===== src/rtl/pipe_pkg.sv =====
// Shared types and constants for the elastic pipeline register chain.
package pipe_pkg;

  localparam int PIPE_MAX_DEPTH  = 4;
  localparam int PIPE_DATA_WIDTH = 96;
  localparam int PIPE_CTRL_WIDTH = 4;
  localparam int STAT_W          = 32;

  // Memory-stage control bundle carried by the execute->memory instance.
  typedef struct packed {
    logic       regwrite;
    logic [1:0] resultsrc;
    logic       memwrite;
  } ctrl_m_t;

endpackage


===== src/rtl/pipe_slot.sv =====
// One elastic pipeline slot: valid bit, control bundle and payload.
// Control is zeroed whenever the slot becomes invalid so that downstream
// write enables read low during bubbles; payload is a don't-care then.
module pipe_slot
  import pipe_pkg::*;
#(
  parameter int DATA_WIDTH = PIPE_DATA_WIDTH,
  parameter int CTRL_WIDTH = PIPE_CTRL_WIDTH
) (
  input  logic                  clk,
  input  logic                  rst_n,
  input  logic                  clear,
  input  logic                  load,
  input  logic                  in_v,
  input  logic [CTRL_WIDTH-1:0] in_ctrl,
  input  logic [DATA_WIDTH-1:0] in_data,
  output logic                  v,
  output logic [CTRL_WIDTH-1:0] ctrl,
  output logic [DATA_WIDTH-1:0] data
);

  // Slot state: reset clears everything, clear kills v/ctrl only, load advances.
  always_ff @(posedge clk) begin
    if (!rst_n) begin
      v    <= 1'b0;
      ctrl <= '0;
      data <= '0;
    end else if (clear) begin
      v    <= 1'b0;
      ctrl <= '0;
    end else if (load) begin
      v    <= in_v;
      ctrl <= in_v ? in_ctrl : '0;
      data <= in_data;
    end
  end

endmodule


===== src/rtl/pipe_stage_elastic.sv =====
// DEPTH-deep elastic register chain between two CPU pipeline stages, with
// backpressure, hazard stall, flush and bubble squashing.
// Optional feature macro: PIPE_STATS_EN (saturating statistics counters).
module pipe_stage_elastic
  import pipe_pkg::*;
#(
  parameter int DATA_WIDTH = PIPE_DATA_WIDTH,
  parameter int CTRL_WIDTH = PIPE_CTRL_WIDTH,
  parameter int DEPTH      = 2
) (
  input  logic                         clk,
  input  logic                         rst_n,
  input  logic                         stall_i,
  input  logic                         flush_i,
  input  logic                         in_valid,
  output logic                         in_ready,
  input  logic [CTRL_WIDTH-1:0]        in_ctrl,
  input  logic [DATA_WIDTH-1:0]        in_data,
  output logic                         out_valid,
  input  logic                         out_ready,
  output logic [CTRL_WIDTH-1:0]        out_ctrl,
  output logic [DATA_WIDTH-1:0]        out_data,
  output logic [$clog2(DEPTH+1)-1:0]   occupancy,
  output logic [31:0]                  stall_cycles,
  output logic [31:0]                  flush_count,
  output logic [31:0]                  bubble_cycles
);

  localparam int OCC_W = $clog2(DEPTH+1);

  generate
    if (DEPTH < 1 || DEPTH > PIPE_MAX_DEPTH) begin : g_bad_depth
      $error("pipe_stage_elastic: DEPTH must be within 1..%0d", PIPE_MAX_DEPTH);
    end
  endgenerate

  logic [DEPTH-1:0]      v;
  logic [DEPTH-1:0]      adv;
  logic [DEPTH-1:0]      src_v;
  logic [CTRL_WIDTH-1:0] ctrl_q   [DEPTH];
  logic [DATA_WIDTH-1:0] data_q   [DEPTH];
  logic [CTRL_WIDTH-1:0] src_ctrl [DEPTH];
  logic [DATA_WIDTH-1:0] src_data [DEPTH];
  logic                  accept;
  logic [OCC_W-1:0]      occ_nxt;

  // Advance chain from the output side back to the input; frozen by stall/flush.
  always_comb begin
    adv = '0;
    if (!stall_i && !flush_i) begin
      adv[DEPTH-1] = !v[DEPTH-1] || out_ready;
      for (int k = DEPTH-2; k >= 0; k--) begin
        adv[k] = !v[k] || adv[k+1];
      end
    end
  end

  assign in_ready = adv[0];
  assign accept   = in_valid && in_ready;

  generate
    for (genvar k = 0; k < DEPTH; k++) begin : g_slot
      if (k == 0) begin : g_src_in
        assign src_v[k]    = accept;
        assign src_ctrl[k] = in_ctrl;
        assign src_data[k] = in_data;
      end else begin : g_src_prev
        assign src_v[k]    = v[k-1];
        assign src_ctrl[k] = ctrl_q[k-1];
        assign src_data[k] = data_q[k-1];
      end

      pipe_slot #(
        .DATA_WIDTH (DATA_WIDTH),
        .CTRL_WIDTH (CTRL_WIDTH)
      ) u_slot (
        .clk     (clk),
        .rst_n   (rst_n),
        .clear   (flush_i),
        .load    (adv[k]),
        .in_v    (src_v[k]),
        .in_ctrl (src_ctrl[k]),
        .in_data (src_data[k]),
        .v       (v[k]),
        .ctrl    (ctrl_q[k]),
        .data    (data_q[k])
      );
    end
  endgenerate

  assign out_valid = v[DEPTH-1] && !stall_i;
  assign out_ctrl  = ctrl_q[DEPTH-1];
  assign out_data  = data_q[DEPTH-1];

  // Popcount of the valid bits the slots will hold after this edge.
  always_comb begin
    occ_nxt = '0;
    if (!flush_i) begin
      for (int k = 0; k < DEPTH; k++) begin
        if (adv[k] ? src_v[k] : v[k]) begin
          occ_nxt = occ_nxt + OCC_W'(1);
        end
      end
    end
  end

  // Registered occupancy, updated on the same edge as the valid bits.
  always_ff @(posedge clk) begin
    if (!rst_n) begin
      occupancy <= '0;
    end else begin
      occupancy <= occ_nxt;
    end
  end

`ifdef PIPE_STATS_EN
  function automatic logic [STAT_W-1:0] sat_inc(input logic [STAT_W-1:0] c);
    return (&c) ? c : c + STAT_W'(1);
  endfunction

  logic [STAT_W-1:0] stall_q;
  logic [STAT_W-1:0] flush_q;
  logic [STAT_W-1:0] bubble_q;

  // Saturating statistics; flush does not clear them.
  always_ff @(posedge clk) begin
    if (!rst_n) begin
      stall_q  <= '0;
      flush_q  <= '0;
      bubble_q <= '0;
    end else begin
      if (stall_i)                    stall_q  <= sat_inc(stall_q);
      if (flush_i)                    flush_q  <= sat_inc(flush_q);
      if (!v[DEPTH-1] && !stall_i)    bubble_q <= sat_inc(bubble_q);
    end
  end

  assign stall_cycles  = stall_q;
  assign flush_count   = flush_q;
  assign bubble_cycles = bubble_q;
`else
  assign stall_cycles  = '0;
  assign flush_count   = '0;
  assign bubble_cycles = '0;
`endif

endmodule


===== config.mk =====
export PLATFORM = sky130hd
export DESIGN_NAME = pipe_stage_elastic
export DESIGN_NICKNAME = d
export VERILOG_FILES = /design/src/rtl/pipe_pkg.sv /design/src/rtl/pipe_slot.sv /design/src/rtl/pipe_stage_elastic.sv
export SDC_FILE = /design/constraint.sdc
export NUM_CORES = 1
export LEC_CHECK = 0
export BUFFER_PORTS_ARGS = -buffer_cell sky130_fd_sc_hd__buf_2
export CORE_ASPECT_RATIO = 0.5
export CORE_MARGIN = 2
export CORE_UTILIZATION = 50
export DETAILED_ROUTE_END_ITERATION = 12
export PLACE_DENSITY = 0.79
export SLEW_MARGIN = 40
export SYNTH_ARGS = -nofsm -noshare
export SYNTH_HDL_FRONTEND = slang
export SYNTH_SLANG_ARGS = --single-unit

===== constraint.sdc =====
create_clock -name clk -period 1.9 [get_ports clk]
set_clock_uncertainty 0.2 [all_clocks]
set_input_delay 0.095 -clock clk [delete_from_list [all_inputs] [get_ports clk]]
set_output_delay 0.095 -clock clk [all_outputs]
set_load 0.01 [all_outputs]

==> results.yml <==
run_status:
  run_status: "finished clean"
yosys:
  synth_top_area_share_pct: 42.40
  cell_area_after_synthesis_sq_um: 9633
  synth_top_cell_by_area: "dfxtp_1"
  ys_types: 29
  netlist_top_cells_area: "dfxtp_1, buf_4, mux2i_1"
  ys_seq_area_share_pct: 42.40
  yosys_register_bits: 204
  syn_avg_cell_area_sq_um: 8.639
  yosys_warnings: 0
  synthesis.instances: 1115
placed_design:
  final_estimated_routing_congestion_in_global_placement: 0.7991
  port_buffers: 209
  hpwl_after_detailed_placement_microns: 14030
  dp_cell_count: 1410
  place_ws_ns: 0.2510
layout:
  areaGrowthSynthToFinish_pct: 23.15
  total_nets_final: 1422
  final_core_utilization_pct: 63.59
  antenna_diodes: 0
  fillCellCount: 1467
  finish.cell_count_without_fillers: 1588
  drive_gt1_share_pct: 21.07
worst_setup_path:
  crit_type: "input pin to output pin"
  crit_required_ns: 1.60
  critical_path.slowest_cell: "dlygate4sd3_1"
  worst-path-max-fanout: 11
  critical_path_s_most_frequent_cell: "buf_2"
  critical_path_cell_by_cell: "dlygate4sd3_1 -> buf_2 -> or2_4 -> nor2_8 -> buf_12 -> buf_2"
  critical_path.top_delay_family: "buffers and inverters"
  worst_path_buf_inv: 4
  crit_path_max_incr_delay_ns: 0.54
  category_of_the_worst_setup_path_capture_point: "output pin"
  timing.critical_path.from_type: "input pin"
  critPathArrivalTime_ns: 1.52
power:
  netSwitchingPower_w: 0.002274
  int_power_w: 0.007204
  power-per-cell-area_nw_per_um2: 798.9
  share_seq_of_total_power_pct: 47.4
  p_sw_share_pct: 23.99
  power_leakage_nw: 5.067
  ir_drop_uv: 419.8
  pwr-share-comb_pct: 11.0
  p_clk_share_pct: 41.6
global_route:
  groute.usage.overall_pct: 22.73
  overflow: 0
  via_count_of_the_first_global_routing_pass: 7966
  grt_pass1_wl_microns: 38800
  initial_antenna_violation_count: 0
  grt_start_max_net_pins: 97
timing:
  hold_violations: 0
  timing.final.crit_share_pct: 95.77
  worst_hold_slack_ns: 0.2103
  tns_ns: 0
  final_critical_path_setup_slack_ns: 0.08043
  final.min_clock_period_ns: 1.820
  setup_viol_count_final: 0
  rsz0062_at_grt: "false"
  report.final.slew_viol_count: 0
  max_freq_mhz: 549.6
routing:
  route.detailed.drc: 0
  vias_per_cell: 5.098
  drt_first_pass_iters: 5
  antenna_violating_nets_post_route: 0
  routed_wirelength_microns: 24410
  via_count: 8095
  per_cell_routed_wire_length_microns: 15.37
  detail_route.iter0.violations: 482
floorplanning:
  initial_utilization_pct: 51.64
  row_count: 35
  chipHeight_microns: 102.2
  design.die.area_sq_um: 20460
  ioPinCount: 306
  design.core.area_sq_um: 18660
  width_of_the_chip_microns: 200.3
clock_tree:
  tritoncts: "built"
  cts-buffers-inserted: 19
  h-tree-depth: 1
  cts_num_sinks: 204
  clk-insertion-delay-late_ns: 0.48
  clock_tree.buffer_depth: 3
  cts_root_buffer: "clkbuf_16"
  clk_pin_slew_worst_paths_ns: 0.07
run:
  timing.max_cap.violations: 0
hold_path:
  hold_path_class: "input pin to flop"
-- synth_stat cells --
library cell and n:
a21boi_1 12, conb_1 1, or2_1 1, a21boi_0 84
clkbuf_1 67, buf_6 5, buf_2 7, nor4b_1 1
buf_1 6, o211ai_1 4, a21oi_1 7, o21ai_0 102
o31ai_1 1, nor4_1 1, nand3_1 97, o41ai_1 4
and3b_1 1, nand2_1 198, o211a_1 1, nand4_1 4
o21a_1 1, nor2b_1 3, nor2_1 1, nor2_8 1
nand2b_1 2, mux2i_1 96, and2b_1 1, buf_4 202
dfxtp_1 204
-- area by class of cell --
| class | count | area, sq um | area share, % |
|---|---|---|---|
| clock buffers | 23 | 490.5 | 4.135 |
| clock inverters | 11 | 145.1 | 1.224 |
| multi-input cells | 719 | 4044 | 34.09 |
| flip-flops and latches | 204 | 4085 | 34.44 |
| well taps | 259 | 324.1 | 2.732 |
| repair buffers | 372 | 2774 | 23.38 |
-- metal layers --
metal	global-route usage, %	vias up	part of all wire (%)
met1	27.35	3829	41
li1	-	3850	-
met2	41.61	346	50
met5	0	-	0
met4	9.459	0	3.6
met3	3.348	70	5.6
-- registers in the layout (all words and copies together) (netlist names) --
name and count:
g_slot.u_slot.v 2, g_slot.u_slot.ctrl 8, occupancy 2, g_slot.u_slot.data 192
-- worst register-to-register path, delay by kind of cell (launching register included) --
family / cells / cell delay (ns)
and+or+nand+nor: 1 / 0.22
AOI/OAI and AO/OA: 2 / 0.52
buffers and inverters: 1 / 0.31
DFF: 1 / 0.40
-- cell usage in the layout (no fill, tap or decap), types with 6 or more instances in the layout --
cell,n
a21boi_1,12
dfxtp_1,203
conb_1,96
a21oi_1,7
nand3_1,97
mux2i_1,96
clkbuf_16,19
buf_4,21
buf_12,12
clkinv_2,6
a21boi_0,84
nand2_1,198
dlygate4sd3_1,129
buf_2,208
o21ai_0,102
-- kinds of logic after synthesis --
group           count (synthesis)  synth area share [%]
buf+inv                       287                 19.53
simple gates                  311                 13.98
compound gates                216                 14.08
flops                         204                 42.40
mux                            96                 9.975
other cells                     1               0.03893
-- timing repair --
| item | in CTS | in global routing |
|---|---|---|
| pin swaps | 1 | 1 |
| setup endpoints to repair | 1 | 2 |
| resized for setup | 2 | 0 |
| endpoints found under the hold margin | 142 | 0 |
| hold buffers | 129 | 0 |
| buffers inserted | 1 | 13 |
| cloned | 1 | 0 |
-- path summary, 6_finish.rpt --
kind,from,endpoint,slack [ns],cells past startpoint
setup / recovery,stall_i,in_ready,0.08,6
hold reg to reg,g_slot[0].u_slot.data[10],g_slot[0].u_slot.data[10],0.26,2
hold / removal,in_data[38],g_slot[0].u_slot.data[38],0.21,4
setup reg to reg,g_slot[1].u_slot.v,g_slot[1].u_slot.data[85],0.14,4
-- power groups by stage --
| stage | clock network, W | logic (W) | registers (W) |
|---|---|---|---|
| 2_1_floorplan | 0 | 0.000718 | 0.00457 |
| 3_3_place_gp | 0 | 0.000765 | 0.00458 |
| 3_5_place_dp | 0 | 0.000783 | 0.00458 |
| 4_1_cts | 0.00403 | 0.00100 | 0.00449 |
| 5_1_grt | 0.00424 | 0.00113 | 0.00451 |
| 6_report | 0.00394 | 0.00105 | 0.00449 |
-- through the flow --
step           power [W]  instance area, sq um
5_1_grt         0.009880                 11860
6_report        0.009477                 11860
4_1_cts         0.009518                 11770
3_3_place_gp    0.005342                  9796
2_1_floorplan   0.005283                  9990
3_5_place_dp    0.005367                  9796
Note: power is estimated with default switching activity, not from simulation.
